**src/rtl/seq_pattern_detector.sv**
```systemverilog
// Purpose : serial bit-pattern detector with runtime-loadable pattern/length,
//           overlapping or non-overlapping detection, optional match counter.
// Latency : match is registered, high in the cycle after the completing bit.
// Backpr. : none; a bit is consumed on every in_valid cycle (cfg_load wins).
//
// Ports
//   clk          rising-edge clock
//   rst_n        synchronous active-low reset
//   in_valid     in_bit is sampled on this edge
//   in_bit       serial data bit
//   overlap      1 = overlapping detection, 0 = non-overlapping
//   cfg_load     load cfg_pattern / cfg_len; clears history and fill
//   cfg_pattern  new pattern, right-aligned; cfg_pattern[len-1] arrives first
//   cfg_len      new length, clamped to 1..MAX_LEN
//   match        one-cycle pulse when a match completes
//   armed        history holds at least len valid bits
//   match_count  saturating match counter
//
// Build option: define MATCH_COUNT_EN to compile in the match counter;
// otherwise match_count is tied to zero.

module seq_pattern_detector #(
    parameter int                 MAX_LEN         = 16,
    parameter logic [MAX_LEN-1:0] DEFAULT_PATTERN = 16'b0000_1110_1101_1011,
    parameter int                 DEFAULT_LEN     = 12,
    parameter int                 COUNT_W         = 8,
    localparam int                LW              = $clog2(MAX_LEN + 1)
) (
    input  logic               clk,
    input  logic               rst_n,
    input  logic               in_valid,
    input  logic               in_bit,
    input  logic               overlap,
    input  logic               cfg_load,
    input  logic [MAX_LEN-1:0] cfg_pattern,
    input  logic [LW-1:0]      cfg_len,
    output logic               match,
    output logic               armed,
    output logic [COUNT_W-1:0] match_count
);

    typedef enum logic {
        S_FILL  = 1'b0,
        S_ARMED = 1'b1
    } state_t;

    localparam logic [LW-1:0] LEN_RST = LW'(DEFAULT_LEN);
    localparam logic [LW-1:0] LEN_MAX = LW'(MAX_LEN);

    state_t             state;
    logic [MAX_LEN-1:0] pat;
    logic [LW-1:0]      len;
    logic [MAX_LEN-1:0] hist;
    logic [LW-1:0]      fill;

    logic [MAX_LEN-1:0] hist_next;
    logic [MAX_LEN-1:0] len_mask;
    logic [LW-1:0]      fill_inc;
    logic [LW-1:0]      len_clamped;
    logic               hit;

    // Newest bit enters at hist[0]; the oldest bits fall off the top.
    assign hist_next = {hist[MAX_LEN-2:0], in_bit};

    // Only the low len bits of history and pattern take part in the compare.
    always_comb begin
        len_mask = '0;
        for (int i = 0; i < MAX_LEN; i++) begin
            if (i < int'(len)) begin
                len_mask[i] = 1'b1;
            end
        end
    end

    // fill saturates at len so it can never overrun the active length.
    always_comb begin
        fill_inc = fill;
        if (fill < len) begin
            fill_inc = fill + LW'(1);
        end
    end

    assign hit = (fill_inc >= len) && (((hist_next ^ pat) & len_mask) == '0);

    always_comb begin
        len_clamped = cfg_len;
        if (cfg_len == '0) begin
            len_clamped = LW'(1);
        end else if (cfg_len > LEN_MAX) begin
            len_clamped = LEN_MAX;
        end
    end

    // Fill/armed state machine. state and armed carry the same decode
    // (fill == len); armed is the registered copy presented on the port.
    always_ff @(posedge clk) begin
        if (!rst_n) begin
            state <= S_FILL;
            pat   <= DEFAULT_PATTERN;
            len   <= LEN_RST;
            hist  <= '0;
            fill  <= '0;
            match <= 1'b0;
            armed <= 1'b0;
        end else if (cfg_load) begin
            // A coincident in_valid bit is dropped: the new pattern starts clean.
            state <= S_FILL;
            pat   <= cfg_pattern;
            len   <= len_clamped;
            hist  <= '0;
            fill  <= '0;
            match <= 1'b0;
            armed <= 1'b0;
        end else if (in_valid) begin
            hist  <= hist_next;
            match <= hit;
            if (hit && !overlap) begin
                // Non-overlapping: the next match needs len fresh bits.
                state <= S_FILL;
                fill  <= '0;
                armed <= 1'b0;
            end else begin
                fill <= fill_inc;
                if (fill_inc == len) begin
                    state <= S_ARMED;
                    armed <= 1'b1;
                end else begin
                    state <= S_FILL;
                    armed <= 1'b0;
                end
            end
        end else begin
            match <= 1'b0;
        end
    end

`ifdef MATCH_COUNT_EN
    // Counts in step with the match register: increments on the edge that
    // raises match, and sticks at all-ones instead of wrapping.
    always_ff @(posedge clk) begin
        if (!rst_n) begin
            match_count <= '0;
        end else if (!cfg_load && in_valid && hit && (match_count != '1)) begin
            match_count <= match_count + COUNT_W'(1);
        end
    end
`else
    assign match_count = '0;
`endif

endmodule
```
**config.mk**
```make
export PLATFORM = sky130hd
export DESIGN_NAME = seq_pattern_detector
export DESIGN_NICKNAME = d
export VERILOG_FILES = /design/src/rtl/seq_pattern_detector.sv
export SDC_FILE = /design/constraint.sdc
export NUM_CORES = 1
export LEC_CHECK = 0
export BUFFER_PORTS_ARGS = -buffer_cell sky130_fd_sc_hd__buf_2
export CORE_ASPECT_RATIO = 1.25
export CORE_MARGIN = 3
export CORE_UTILIZATION = 45
export DETAILED_ROUTE_END_ITERATION = 8
export PLACE_DENSITY = 0.71
export SLEW_MARGIN = 25
export SYNTH_ARGS = -nofsm -noshare
export SYNTH_HDL_FRONTEND = slang
export SYNTH_SLANG_ARGS = --single-unit
export TNS_END_PERCENT = 1
```
**constraint.sdc**
```tcl
create_clock -name clk -period 4 [get_ports clk]
set_clock_uncertainty 0.1 [all_clocks]
set_input_delay 1 -clock clk [delete_from_list [all_inputs] [get_ports clk]]
set_output_delay 1 -clock clk [all_outputs]
set_load 0.01 [all_outputs]
```
== Word level (Yosys, flattened, before mapping) ==
Cells that the tools add are included.

* Flip-flop bits (word level): 43
* Output and inout bits: 10
* Input port bits: 27

* Add/subtract/negate cells: 1
* Eq/ne operators: 1
* Magnitude comparators: 19
* Bitwise gates (word level): 4
* Reductions and logical operators: 7
* Multiplexer cells: 22

{| class="wikitable"
|+ Operators by type and width
! kind !! count
|-
| $lt 4x5->1 const A || 8
|-
| $lt 3x5->1 const A || 4
|-
| $mux 5 || 4
|-
| $mux 1 || 18
|-
| $and 16x16->16 || 1
|-
| $logic_not 16->1 || 1
|-
| $xor 16x16->16 || 1
|-
| $lt 1x5->1 const A || 2
|-
| $lt 2x5->1 const A || 2
|-
| $add 5x1->5 const B || 1
|-
| $eq 5x5->1 || 1
|-
| $ge 5x5->1 || 1
|-
| $gt 5x5->1 const B || 1
|-
| $logic_not 5->1 || 1
|-
| $lt 5x5->1 || 1
|-
| $reduce_or 3->1 || 1
|-
| $logic_and 1x1->1 || 2
|-
| $not 1->1 || 2
|-
| $reduce_or 2->1 || 1
|-
| $logic_not 1->1 || 1
|}

== Logic depth before layout (Yosys ltp) ==
* Word-level depth: 7
* Gate-level depth with buffers: 15
* Mapped depth without buffers: 14

== Worst setup path before layout ==
OpenSTA, ideal clock, no wires.

* Path type: flip-flop to flip-flop
* Start: register len[3]
* End: register fill[1]
* Data required time: 3,809 ps
* Path slack: 849 ps
* Data arrival time: 2,960 ps
* Stages on the path, launching flop included: 14
* Path buffers: 1
* Period minus slack after synthesis: 3,151 ps
* Path through: dfxtp_1 > buf_2 > inv_2 > ha_1 > a21oi_1 > o21ai_2 > a21oi_1 > mux2_2 > ha_1 > and4_1 > a221o_1 > nand4_4 > nor2_1 > a311oi_1

* Cells in the longest elaborated chain, start to end: 7
* Elaborated cells on any way between the ends: 40
* Classes of those cells: 18 x order compare; 18 x mux; 1 x bitwise; 3 x reduce/logical

{| class="wikitable"
|+ Ends and longest elaborated chain
! what !! line !! RTL
|-
| start: declaration || 52 || <nowiki>logic [LW-1:0] len;</nowiki>
|-
| start signal: assignment || 109 || <nowiki>len <= len_clamped;</nowiki>
|-
| branches (longest 6 deep; another with $lt 5x5->1) || - ||
|-
| $mux 5 * || 117 || <nowiki>if (hit && !overlap) begin</nowiki>
|-
| end signal: assignment || 123 || <nowiki>fill <= fill_inc;</nowiki>
|-
| end: declaration || 54 || <nowiki>logic [LW-1:0] fill;</nowiki>
|}

Mark *: on every way between the ends.
A chain may end at the register's enable or synchronous reset.

== Worst setup path in the final report ==
* Start: register len[1]
* End: register fill[2]

Same word-level chain as after synthesis.

==> run metrics <==
outcome=finished, final reports clean; Final Hold Fails=0; number of enable flip-flop cells after synthesis=0; die area=between 0.006 and 0.007 mm^2; Post-CTS Setup Bufs=0; # port buffers=28; fraction of layout cells with a size suffix above 1=17.7%; number of remaining DRC errors=0; Tot Pwr=863 uW; initial antenna violation count=0; register area share after synthesis=around a third; final hold slack=0.363 ns; Synth Flop Type=dfxtp_1; Vias/cell=~5.4; DP Cell Count=336; placed cell area=0.00255 mm^2; setup_tns=0 ns; FP Rows=29; CTS Buffer Depth=2; fin. max-slew vios=0; Antenna diodes=0; Reg clk slew, reported paths=approximately 0.080 ns; Crit Path Max Fanout=10; top post-synthesis cells by area=dfxtp_1 (35%), mux2i_1 (14%), xnor2_1 (6.8%); YS warnings=0; initial core utilization=between 40% and 50%; Synth cell types=46; worst hold path type=register to register; initial drt markers=90; core area=about 0.0052 mm^2; Worst Path Required=between 4 and 5 ns; H-tree depth=2; startpoint types=register; Finished Cell Area=about 0.0026 mm^2; pwr dens=326 mW/mm^2; CP Data Arrival Time=approximately 3.6 ns; Post-Synthesis Cells=about 260; Ports=37; final-report setup violation count=0; first-pass detailed-route iteration total=4; largest net degree at the start of global routing=24; synthesis-stage register bit count=43; Final nets=approximately 320; clk sinks=43; Post-CTS Resized=0; WL final=about 4900 um; vias in the first global route=between 1,500 and 2,000; Final Non-Filler Cells=344; area leader, netlist=dfxtp_1; Clk Latency, worst-skew pair=a little under 0.3 ns; Yosys top cell area share=35.3%; ys async rst share=0%; total CTS buffers=5; total of max-cap violations=0; root buf cell=clkbuf_8; CTS tree=yes; Congestion Overflow GR=0; synthesized area=between 0.002 and 0.0025 mm^2; Die Span Y=just under 90 um; max_slew headroom=42.9%; fmax=between 200 and 300 MHz; cts hold-fix bufs=0; Peak VDD IR=0.265 mV; Avg Cell Area, Syn=9.34 um^2; Critical Path Sink Type=register; Final Cycle Share=around 90%; detailed placement HPWL=3570 um; min cycle time layout=between 3 and 4 ns; DIE WIDTH=slightly above 70 um; CP Class=register to register; area delta synth->final=8.62%; RSZ-0062 raised after global routing=false; remaining antenna violation count=0; gpl congestion=between 0.8 and 0.9; P_leak=0.00110 uW; Worst-Margin Slew=around 0.86 ns; Total GRT Usage=between 15 and 20%; vias after detailed routing=around 1,900; wire per inst=14.2 um; global-route wire length before repair=around 8500 um
==> synth_stat cells (3+ instances only) <==
| cell | n |
|---|---|
| xnor2_1 | 19 |
| a211oi_2 | 3 |
| nor3_1 | 3 |
| o21ai_0 | 5 |
| ha_1 | 10 |
| o21ai_1 | 6 |
| nor2b_1 | 9 |
| a31oi_1 | 4 |
| buf_2 | 4 |
| o2111ai_1 | 3 |
| mux2i_1 | 33 |
| nand3_1 | 4 |
| nand2b_1 | 4 |
| nor2_1 | 19 |
| inv_1 | 5 |
| buf_4 | 8 |
| clkbuf_1 | 7 |
| nand2_1 | 22 |
| o211ai_1 | 7 |
| dfxtp_1 | 43 |
| a21oi_1 | 9 |
==> worst paths after layout <==
| check | from | end | slack, ns | cells past startpoint |
|---|---|---|---|---|
| setup / recovery | len[1]$_SDFFE_PN0P_ | fill[2]$_SDFFE_PP0P_ | 0.49 | 12 |
| hold / removal | armed$_SDFFE_PP0P_ | armed$_SDFFE_PP0P_ | 0.36 | 2 |
| setup reg to reg | len[1]$_SDFFE_PN0P_ | fill[2]$_SDFFE_PP0P_ | 0.49 | 12 |
| hold reg to reg | armed$_SDFFE_PP0P_ | armed$_SDFFE_PP0P_ | 0.36 | 2 |
==> state kept, by name (all words and copies together), names as in the netlist <==
signal and flops:
hist 15, len 5, armed 1, fill 5, match 1, pat 16
==> area by class of cell <==
cell class	count	area, um^2
fillers	504	2500
multi-input cells	196	1440
flip-flops and latches	43	861
repair buffers	29	148
clock buffers	7	86.3
well taps	62	77.6
inverters	6	22.5
clock inverters	1	8.76
==> worst max-delay path: stages, from the launching register on <==
cell	delay (ns)
dfxtp_1	0.53
inv_1	0.17
ha_1	0.35
a21oi_2	0.14
o21ai_2	0.14
a21oi_1	0.29
mux2_2	0.37
ha_1	0.28
and4_1	0.21
a221o_1	0.34
nand4_4	0.13
nor2_1	0.09
a311oi_1	0.27
==> cell families after synthesis <==
family	count (synthesis)	synth area share, %
AOI/OAI and AO/OA	55	16.7
xor gates and xnor gates	21	7.55
buffers and inverters	29	6.52
muxes	34	14.0
and+or+nand+nor	68	14.6
other	1	0.154
DFF	43	35.3
adders and majority gates	10	5.13
==> power breakdown <==
part / switching, uW / internal, uW / total [uW] / leakage (uW)
clock: 146 / 141 / 287 / 0.0000484
combinational: 65.2 / 52.5 / 118 / 0.000700
sequential: 16.3 / 442 / 458 / 0.000351
==> metrics by stage <==
step           setup slack [ns]  utilization [%]
2_1_floorplan             0.849                -
3_3_place_gp              0.669             49.5
3_5_place_dp              0.552             49.5
4_1_cts                   0.514             51.4
5_1_grt                   0.186             51.4
6_report                  0.492             51.4
==> routing by layer <==
layer / track usage, % / wire (um)
met1: 19.1 / 2110
met3: 3.75 / 126
met2: 30.8 / 2550
met5: 0 / 0
met4: 7.01 / 82
==> cells in the final DEF, fill, tap and decap left out, types with 3 or more instances in the layout <==
master	Yosys	layout
conb_1	1	8
mux2i_1	33	33
o21ai_1	6	6
nand3_1	4	4
xnor2_1	19	19
nor2_1	19	19
nor3_1	3	3
ha_1	10	10
inv_1	5	5
a21oi_1	9	9
nand2b_1	4	4
nand2_1	22	22
dfxtp_1	43	43
nor2b_1	9	9
o211ai_1	7	7
clkbuf_8	0	6
o21ai_0	5	5
buf_2	4	28
a211oi_2	3	3
a31oi_1	4	4
o2111ai_1	3	3
Note: power is estimated with default switching activity, not from simulation.
